==> config.mk <==
export PLATFORM = sky130hd
export DESIGN_NAME = instr_fetch_arbiter
export DESIGN_NICKNAME = d
export VERILOG_FILES = /design/src/rtl/instr_fetch_arbiter.sv
export SDC_FILE = /design/constraint.sdc
export NUM_CORES = 1
export LEC_CHECK = 0
export BUFFER_PORTS_ARGS = -buffer_cell sky130_fd_sc_hd__buf_2
export CAP_MARGIN = 5
export CORE_MARGIN = 8
export CORE_UTILIZATION = 24
export CTS_BUF_LIST = sky130_fd_sc_hd__clkbuf_8
export CTS_CLUSTER_DIAMETER = 120
export CTS_CLUSTER_SIZE = 8
export DETAILED_ROUTE_END_ITERATION = 7
export PLACE_DENSITY = 0.64
export REMOVE_ABC_BUFFERS = 1
export SETUP_SLACK_MARGIN = 0.05
export SLEW_MARGIN = 20
export SYNTH_ARGS = -nofsm -noshare
export SYNTH_HDL_FRONTEND = slang
export SYNTH_SLANG_ARGS = --single-unit
==> constraint.sdc <==
create_clock -name clk -period 1.9 [get_ports clk]
set_input_delay 0.38 -clock clk [delete_from_list [all_inputs] [get_ports clk]]
set_output_delay 0.38 -clock clk [all_outputs]
set_load 0.05 [all_outputs]
==> src/rtl/instr_fetch_arbiter.sv <==
// Two-core arbiter in front of a shared combinational instruction ROM. Round-robin on contention;
// defining INSTR_FETCH_ARB_FIXED_PRIO_EN makes core 0 always win contention instead.
module instr_fetch_arbiter #(
  parameter int ADDR_W = 32,
  parameter int DATA_W = 32
) (
  input  logic              clk,
  input  logic              reset,
  input  logic              req0,
  input  logic              req1,
  input  logic [ADDR_W-1:0] addr0,
  input  logic [ADDR_W-1:0] addr1,
  output logic [ADDR_W-1:0] rom_addr,
  input  logic [DATA_W-1:0] rom_rd,
  output logic              grant0,
  output logic              grant1,
  output logic              stall0,
  output logic              stall1,
  output logic [DATA_W-1:0] instr0,
  output logic [DATA_W-1:0] instr1,
  output logic              rvalid0,
  output logic              rvalid1
);

  typedef enum logic [1:0] {
    ST_IDLE = 2'd0,
    ST_C0   = 2'd1,
    ST_C1   = 2'd2
  } state_e;

  state_e            state_q, state_d;
  logic              prefer1;
  logic [DATA_W-1:0] instr0_q, instr0_d;
  logic [DATA_W-1:0] instr1_q, instr1_d;
  logic              rvalid0_q, rvalid0_d;
  logic              rvalid1_q, rvalid1_d;

  always_ff @(posedge clk or posedge reset) begin
    if (reset) begin
      state_q <= ST_IDLE;
    end else begin
      state_q <= state_d;
    end
  end

  always_comb begin
    state_d = ST_IDLE;
    if (grant0) begin
      state_d = ST_C0;
    end else if (grant1) begin
      state_d = ST_C1;
    end
  end

  // While reset is high state_q is already IDLE, so grants follow the IDLE rule.
  always_comb begin
`ifdef INSTR_FETCH_ARB_FIXED_PRIO_EN
    prefer1 = 1'b0;
`else
    prefer1 = (state_q == ST_C0);
`endif
    grant0   = req0 & ~(req1 & prefer1);
    grant1   = req1 & ~grant0;
    stall0   = req0 & ~grant0;
    stall1   = req1 & ~grant1;
    rom_addr = '0;
    if (grant0) begin
      rom_addr = addr0;
    end else if (grant1) begin
      rom_addr = addr1;
    end
  end

  always_comb begin
    instr0_d  = grant0 ? rom_rd : instr0_q;
    instr1_d  = grant1 ? rom_rd : instr1_q;
    rvalid0_d = grant0;
    rvalid1_d = grant1;
  end

  // Fetch result stage: one cycle after the grant.
  always_ff @(posedge clk or posedge reset) begin
    if (reset) begin
      instr0_q  <= '0;
      instr1_q  <= '0;
      rvalid0_q <= 1'b0;
      rvalid1_q <= 1'b0;
    end else begin
      instr0_q  <= instr0_d;
      instr1_q  <= instr1_d;
      rvalid0_q <= rvalid0_d;
      rvalid1_q <= rvalid1_d;
    end
  end

  assign instr0  = instr0_q;
  assign instr1  = instr1_q;
  assign rvalid0 = rvalid0_q;
  assign rvalid1 = rvalid1_q;

endmodule

==> results_dict.tcl <==
set metrics [dict create \
    final_min_period_over_clock_period 1.09 \
    cp_data_required_time_ns 1.52 \
    grt_util_met1 0.134 \
    place_area_mm2 0.00413 \
    port_buffers 201 \
    status "finished, violations left" \
    fmax_achieved_mhz 481 \
    rr_startpoint "state_q[1]" \
    synth-simple-area-share 0.0142 \
    place_congestion 0.842 \
    globalRoute.totalOverflow 0 \
    maximum_vdd_drop_v 0.000587 \
    die-width_um 126 \
    wl_per_cell_um 19.1 \
    cts_hold_buf 0 \
    tritoncts_clock_tree "built" \
    hp-class "in2async" \
    synth_top_family_by_area "multiplexers" \
    synth_xor_xnor_area_share 0 \
    aggregate_routed_wire_length_um 10700 \
    worstPathBufferInverterCount 3 \
    area_delta_synth_final_pct 64.2 \
    die_area_mm2 0.0159 \
    worst_setup_path_startpoint "state_q[1]" \
    timing.critical_path.slowest_cell_delay_ns 0.38 \
    clkSlewWorstSetupHoldPaths_ns 0.07 \
    ys.warnings.count 0 \
    wire_length_of_the_first_global_routing_pass_um 15900 \
    numCtsBuffers 9 \
    p_leak_uw 0.00243 \
    first_global_vias 2775 \
    die_h_um 126 \
    final_net_count 509 \
    row_count 40 \
    final_area_mm2 0.00479 \
    worst_pin_slew_ns 0.361 \
    cts.root.buffer_cell "sky130_fd_sc_hd__clkbuf_8" \
    synth_flop_cell "sky130_fd_sc_hd__dfrtp_1" \
    ant_nets 0 \
    gr-max-usage-layer "met2" \
    yosysSeqAreaShare 0.575 \
    detailedRoute.firstIterationViolations 81 \
    violations "setup timing" \
    largest_net_degree_at_the_start_of_global_routing 68 \
    synthDominantCellAreaShare 0.575 \
    gr-usage-all-layers 0.129 \
    post_synth_fa_ha_maj_area_fraction 0 \
    drc_errors 0 \
    antenna_cells_inserted 0 \
    globalRouteMet2Util 0.232 \
    ys_async_sr_fraction 1.00 \
    fp.coreArea_mm2 0.0120 \
    synthDistinctLibCells 18 \
    count_of_final_hold_check_violations 0 \
    top_area_cells_in_the_synthesized_netlist "sky130_fd_sc_hd__dfrtp_1, sky130_fd_sc_hd__mux2_2, sky130_fd_sc_hd__a22o_1, sky130_fd_sc_hd__mux2_4, sky130_fd_sc_hd__mux2_1" \
    cap_viol_max_count 0 \
    cpMaxStageDelayCell "sky130_fd_sc_hd__dfrtp_1" \
    p_per_area_mw_per_mm2 1000 \
    crit_chain "nand2b_4, a21boi_4, buf_12, clkbuf_16, a22o_1, buf_6" \
    grt_setup_unrepaired "true" \
    worst_slack_ns -0.180 \
    synthesis.area_mm2 0.00292 \
    proportion_of_layout_cells_with_a_drive_suffix_above_1 0.734 \
    length_of_the_first_detailed_routing_pass_in_iterations 4 \
    cpLargestDelayFamily "buffers and inverters" \
    library_cell_with_the_largest_summed_area_after_synthesis "sky130_fd_sc_hd__dfrtp_1" \
    cp-start-kind "flop" \
    antenna_found_initial 0 \
    vias_per_cell 4.44 \
    drv_slew 0 \
    route.vias.total 2484 \
    final.hold.worst_slack_ns 0.0946 \
    clk_latency_ns 0.35 \
    setup.worst_path.class "reg2out" \
    count_of_flip_flops_with_a_built_in_enable_after_synthesis 0 \
    worstSetupEndpointType "primary output" \
    postSynthAreaPerCell_um2 15.7 \
    cp_data_arrival_time_ns 1.70 \
    synth.mux.area_fraction 0.269 \
    critPathMaxFanout 10 \
    period_needed_ns 2.08 \
    globalRouteMet3Util 0.0468 \
    setup_viol_count_final 33 \
    top_level_port_count 202 \
    cts-htree-levels 3 \
    synth_cells 186 \
    worst_clock_skew_ns 0.00558 \
    clock_sinks 67 \
    synth_compound_gate_area_share 0.102 \
    start_util 0.244 \
    max_slew_margin 0.759 \
    detailedPlacementHpwl_um 7110 \
    synth-seq-cells 67 \
    cts_buffer_depth 2 \
]
[cells in the mapped netlist (3+ instances only)]
| cell type | instances |
|---|---|
| sky130_fd_sc_hd__a22o_1 | 32 |
| sky130_fd_sc_hd__buf_2 | 3 |
| sky130_fd_sc_hd__buf_4 | 5 |
| sky130_fd_sc_hd__buf_6 | 5 |
| sky130_fd_sc_hd__dfrtp_1 | 67 |
| sky130_fd_sc_hd__mux2_1 | 10 |
| sky130_fd_sc_hd__mux2_2 | 37 |
| sky130_fd_sc_hd__mux2_4 | 17 |
[state kept, by name, summed over array words and instances (netlist names)]
register,count
instr1,32
instr0,32
state_q,2
rvalid1,1
[worst reg2reg max path: stages, from the launching register on]
cell	delay, ns
sky130_fd_sc_hd__dfrtp_1	0.38
sky130_fd_sc_hd__nand2b_4	0.16
sky130_fd_sc_hd__a21boi_4	0.18
sky130_fd_sc_hd__buf_12	0.16
sky130_fd_sc_hd__buf_12	0.14
sky130_fd_sc_hd__buf_4	0.14
sky130_fd_sc_hd__buf_6	0.11
sky130_fd_sc_hd__buf_8	0.12
sky130_fd_sc_hd__mux2_2	0.34
[path summary, 6_finish.rpt]
path                                end  slack, ns  cells after the start
min in group clk             instr1[31]       0.25                      2
max in group asynchronous    instr1[10]       1.51                      3
setup / recovery           rom_addr[30]      -0.18                      6
hold reg to reg              instr1[31]       0.49                      1
setup reg to reg             instr1[16]       0.08                      8
hold / removal                  rvalid1       0.09                      3
[power breakdown]
group	leakage (uW)	internal (uW)	switching (uW)
logic	0.00156	679	1350
clock network	0.0000839	494	546
registers	0.000785	1630	100
total	0.00243	2800	2000
[logic make-up (layout without fill, tap and decap cells)]
| logic type | Yosys count | in the layout |
|---|---|---|
| flops | 67 | 67 |
| mux | 64 | 64 |
| compound gates | 34 | 34 |
| buf+inv | 15 | 242 |
| simple gates | 6 | 6 |
[stage by stage]
stage	cells	worst slack (ns)	power (uW)	util	setup TNS [ns]
floorplan	173	-1.87	3060	-	-122.42
global placement	531	0.104	3560	0.346	0
detailed placement	531	0.0883	3590	0.346	0
CTS	556	-0.211	4840	0.393	-5.79
global route	560	-0.253	5030	0.401	-7.73
finish	560	-0.180	4800	0.401	-5.12
[area by class of cell]
cell class              count  area (um^2)
multi-input cells         104         1160
clock inverters             5         30.0
flip-flops and latches     67         1680
repair buffers            225         1600
well taps                 147          184
inverters                   2         10.0
clock buffers              10          138
fillers                  1167         7170
[per-layer routing]
layer / wire (um) / part of all wire
met1: 3910 / 0.37
met2: 5770 / 0.54
met3: 778 / 0.073
met4: 222 / 0.021
met5: 0 / 0
[repair_timing]
item                       in CTS  in global routing
setup buffers                   7                  3
hold endpoints to repair        0                  0
resized for setup              78                 11
cloned                          3                  2
pin swaps                      12                 15
setup endpoints to repair      34                 44
[placed cells by master (no fill, tap or decap), types with 2 or more instances in the layout]
| cell type | n |
|---|---|
| sky130_fd_sc_hd__buf_4 | 9 |
| sky130_fd_sc_hd__clkbuf_16 | 2 |
| sky130_fd_sc_hd__a22o_1 | 31 |
| sky130_fd_sc_hd__mux2_4 | 19 |
| sky130_fd_sc_hd__dfrtp_1 | 67 |
| sky130_fd_sc_hd__mux2_2 | 37 |
| sky130_fd_sc_hd__clkinv_2 | 3 |
| sky130_fd_sc_hd__buf_8 | 3 |
| sky130_fd_sc_hd__mux2_1 | 8 |
| sky130_fd_sc_hd__buf_2 | 165 |
| sky130_fd_sc_hd__buf_6 | 38 |
| sky130_fd_sc_hd__buf_12 | 6 |
| sky130_fd_sc_hd__clkbuf_8 | 10 |
| sky130_fd_sc_hd__clkinvlp_4 | 2 |
No activity file was read; power rests on OpenSTA's default activity.
